**src/rtl/fetch_queue.sv**
```systemverilog
// Instruction fetch queue: a circular FIFO of {instr, pc} entries fed by a combinational imem.
// Optional backpressure stall counter enabled by defining FETCH_STALL_CNT_EN.
module fetch_queue #(
  parameter int          DEPTH    = 4,
  parameter logic [63:0] RESET_PC = 64'd0
) (
  input  logic                       clk,
  input  logic                       reset,
  output logic [63:0]                imem_addr,
  input  logic [31:0]                imem_rdata,
  input  logic                       redirect_valid,
  input  logic [63:0]                redirect_pc,
  output logic                       instr_valid,
  output logic [31:0]                instr,
  output logic [63:0]                instr_pc,
  input  logic                       instr_ready,
  output logic [$clog2(DEPTH):0]     queue_count,
  output logic [31:0]                stall_count
);

  localparam int PW = $clog2(DEPTH);
  localparam int CW = PW + 1;

  logic [63:0]   fetch_pc;
  logic [31:0]   q_instr [DEPTH];
  logic [63:0]   q_pc    [DEPTH];
  logic [PW-1:0] rd_ptr;
  logic [PW-1:0] wr_ptr;
  logic [CW-1:0] count;
  logic          pop;
  logic          enq;

  assign imem_addr   = fetch_pc;
  assign instr_valid = (count != '0);
  assign instr       = q_instr[rd_ptr];
  assign instr_pc    = q_pc[rd_ptr];
  assign queue_count = count;

  // A pop frees a slot in the same edge, so a full queue can still accept a new fetch.
  assign pop = instr_valid && instr_ready;
  assign enq = !redirect_valid && ((count < CW'(DEPTH)) || pop);

  always_ff @(posedge clk) begin
    if (reset) begin
      fetch_pc <= RESET_PC;
      rd_ptr   <= '0;
      wr_ptr   <= '0;
      count    <= '0;
    end else if (redirect_valid) begin
      fetch_pc <= {redirect_pc[63:2], 2'b00};
      rd_ptr   <= '0;
      wr_ptr   <= '0;
      count    <= '0;
    end else begin
      if (enq) begin
        wr_ptr   <= wr_ptr + PW'(1);
        fetch_pc <= fetch_pc + 64'd4;
      end
      if (pop) begin
        rd_ptr <= rd_ptr + PW'(1);
      end
      case ({enq, pop})
        2'b10:   count <= count + CW'(1);
        2'b01:   count <= count - CW'(1);
        default: count <= count;
      endcase
    end
  end

  // Entry storage carries no reset; validity is tracked solely by count.
  always_ff @(posedge clk) begin
    if (!reset && enq) begin
      q_instr[wr_ptr] <= imem_rdata;
      q_pc[wr_ptr]    <= fetch_pc;
    end
  end

`ifdef FETCH_STALL_CNT_EN
  logic [31:0] stall_q;

  always_ff @(posedge clk) begin
    if (reset) begin
      stall_q <= '0;
    end else if (instr_valid && !instr_ready) begin
      stall_q <= stall_q + 32'd1;
    end
  end

  assign stall_count = stall_q;
`else
  assign stall_count = '0;
`endif

endmodule
```
**config.mk**
```make
export PLATFORM = sky130hd
export DESIGN_NAME = fetch_queue
export DESIGN_NICKNAME = d
export VERILOG_FILES = /design/src/rtl/fetch_queue.sv
export SDC_FILE = /design/constraint.sdc
export NUM_CORES = 1
export LEC_CHECK = 0
export BUFFER_PORTS_ARGS = -buffer_cell sky130_fd_sc_hd__buf_2
export CELL_PAD_IN_SITES_DETAIL_PLACEMENT = 0
export CELL_PAD_IN_SITES_GLOBAL_PLACEMENT = 2
export CORE_MARGIN = 3
export CORE_UTILIZATION = 44
export DETAILED_ROUTE_END_ITERATION = 6
export PLACE_DENSITY_LB_ADDON = 0.1
export SLEW_MARGIN = 20
export SYNTH_ARGS = -nofsm -noshare
export SYNTH_HDL_FRONTEND = slang
export SYNTH_SLANG_ARGS = --single-unit
```
**constraint.sdc**
```tcl
create_clock -name clk -period 10.65 [get_ports clk]
set_clock_uncertainty 0.15 [all_clocks]
set_input_delay 1.065 -clock clk [delete_from_list [all_inputs] [get_ports clk]]
set_output_delay 1.065 -clock clk [all_outputs]
set_load 0.01 [all_outputs]
```
==> results.toml <==
[cts]
worstSkewPairLatency_ns = 0.57
path_clk_slew_ns = 0.06
post-cts-setup-buffers = 0
clk_path_buf_depth = 3
cts_made_buffers = 46
htree_levels = 2
root_buffer = "clkbuf_16"
cts_resized = 0
cts_tree = "built"
postCtsHoldBufs = 0
cts.sinks = 447

[global_routing]
grt_max_degree = 73
antenna_found_initial = 6
grt_overflow = 0
grt_pass1_vias = 10700
grt_pass1_wl_um = 66670
grt_use_total_pct = 19.96

[run]
max_cap_viol_count = 0

[drt]
drt_iter0_markers = 620
first_pass_iters = 5
wl_met1_um = 19460
top_layer_used = "met5"
drc_errors = 0
met2_length_um = 20780
routed_wl_um = 43640
avgViaCountPerCell = 5.531
wl_met3_um = 2560
wl_per_cell_um = 22.95
route.vias.total = 10510
ant_nets = 0

[critical_path]
crit_type = "reg -> out"
cp.arrival_ns = 2.72
worst-endpoint-required_ns = 9.44
reg2reg_from = "queue_count[2]"
cp_slowest_stage_delay_ns = 0.74
cp_max_fo = 39
crit_path_start_kind = "register"
worstPathCellList = "buf_4, mux4_2, buf_2"
crit_slowest_cell = "buf_4"
worstSetupEndpointType = "output pin"

[logic_synthesis]
synth-seq-cells = 447
yosys-top-cells-area = "edfxtp_1 63%, mux4_2 12%, dfxtp_1 7.9%, buf_4 1.5%, nor2_1 1.4%"
synthTopCellsByCount = "376 x edfxtp_1, 94 x mux4_2, 71 x dfxtp_1"
synth-main-ff-cell = "edfxtp_1"
avgSynthCellArea_um2 = 16.64
synth.most_common_cell = "edfxtp_1"
synth-seq-area-share_pct = 70.39
syn_inst = 1085
yosysTopAreaCellShare_pct = 62.52
synth_edf_count = 376
yosysUniqueCellTypes = 51
yosysTopAreaCell = "edfxtp_1"
synthArstFlopShare_pct = 0
mappedNetlistArea_um2 = 18060
ys_warn_count = 0

[sta]
period_share_pct = 36.99
rsz0062_at_grt = "false"
final.hold.worst_slack_ns = 0.3766
fin_setup_tns_ns = 0
maxSlewHeadroom_pct = 26.72
finalHoldViolations = 0
final_max_slew_viol_count = 0
min_period_ns = 3.940
tightest_slew_ns = 1.099
timing.fmax_mhz = 253.8
finalWorstSetupSlack_ns = 6.710
setup_viol = 0

[placed_design]
numPortBuffers = 257
hpwlAfterDp_um = 27720
gp_congestion = 0.7432
pre_cts_slack_ns = 6.090

[die]
die_h_um = 208.6
coreArea_um2 = 40100
die-area_um2 = 43510
ios = 296
row_count = 73
start_util_pct = 45.04
die_w_um = 208.6

[power_and_ir_drop]
irDropWorstVdd_v = 0.0001217
leakage_nw = 7.161
p_clk_share_pct = 41.0
comb_power_share_pct = 5.5
power.switching_w = 0.0008247
intPower_w = 0.002917
power_density_nw_per_um2 = 176.7
seqPwrFrac_pct = 53.5
p_sw_share_pct = 22.04

[outcome]
status = "completed"

[hold_path]
min_path_type = "reg -> reg"
hp-start = "wr_ptr[1]"

[layout]
area_delta_synth_final_pct = 17.27
drive_gt1_share_pct = 32.27
nNetsFinal = 1448
fin_util_pct = 52.81
fillers = 3384
==> final timing paths <==
path                        end  slack, ns  cells after the start
setup / recovery   instr_pc[15]       6.71                      3
hold / removal        wr_ptr[1]       0.38                      2
setup reg to reg  imem_addr[35]       7.03                      5
hold reg to reg       wr_ptr[1]       0.38                      2
==> power by group through the flow <==
stage | Clock (W) | Combinational (W) | Sequential (W)
2_1_floorplan | 0 | 0.000119 | 0.00203
3_3_place_gp | 0 | 0.000209 | 0.00204
3_5_place_dp | 0 | 0.000209 | 0.00204
4_1_cts | 0.00158 | 0.000210 | 0.00200
5_1_grt | 0.00165 | 0.000226 | 0.00201
6_report | 0.00153 | 0.000205 | 0.00200
==> logic make-up after synthesis <==
logic type | Yosys count | share of synthesized area, %
AO/OA/AOI/OAI | 99 | 3.956
XOR/XNOR | 29 | 1.406
adder cells (fa/ha/maj) | 7 | 0.5266
buffers and inverters | 111 | 3.056
flip-flops | 447 | 70.39
multiplexers | 99 | 12.00
other | 1 | 0.02077
AND/OR/NAND/NOR | 292 | 8.640
==> routing by layer <==
metal | global-route usage [%] | up-vias
met5 | 0 | -
met4 | 4.411 | 6
met3 | 4.399 | 66
met2 | 31.66 | 270
met1 | 28.74 | 5363
li1 | - | 4809
==> flip-flops by register name (all words and copies together), names as in the netlist, named ones only <==
register	cells
queue_count	3
q_pc	248
imem_addr	62
wr_ptr	2
q_instr	128
rd_ptr	2
==> cell usage in the layout, fill, tap and decap left out, types with 18 or more instances in the layout <==
master	synthesis	layout
nand4_1	24	24
buf_2	0	257
nor2_1	65	65
edfxtp_1	376	376
nand3_1	25	25
conb_1	1	36
nor4_1	18	18
xnor2_1	24	24
nand2_1	55	55
nor3_1	19	19
a311oi_1	23	23
dfxtp_1	71	69
mux4_2	94	94
clkbuf_16	0	46
==> area by class of cell <==
class	instances	area (um2)	share of cell area (%)
Inverter	17	65.06	0.3072
Timing Repair Buffer	267	1361	6.428
Clock buffer	58	1216	5.743
Antenna cell	3	7.507	0.03545
Multi-Input combinational cell	562	4946	23.36
Clock inverter	22	203.9	0.9631
Tap cell	525	656.9	3.102
Sequential cell	447	12720	60.06
==> stage by stage <==
stage	instance area (um2)	cells	power [W]
6_report	21180	1901	0.003741
3_3_place_gp	19750	1818	0.002244
3_5_place_dp	19750	1818	0.002249
2_1_floorplan	18190	1120	0.002147
4_1_cts	21170	1898	0.003791
5_1_grt	21170	1898	0.003888
==> worst max-delay path, delay by kind of cell (launching register included) <==
kind / cells / cell delay, ns
buffers and inverters: 2 / 0.91
flip-flops: 1 / 0.59
multiplexers: 1 / 0.62
(Power assumes the default switching activity.)
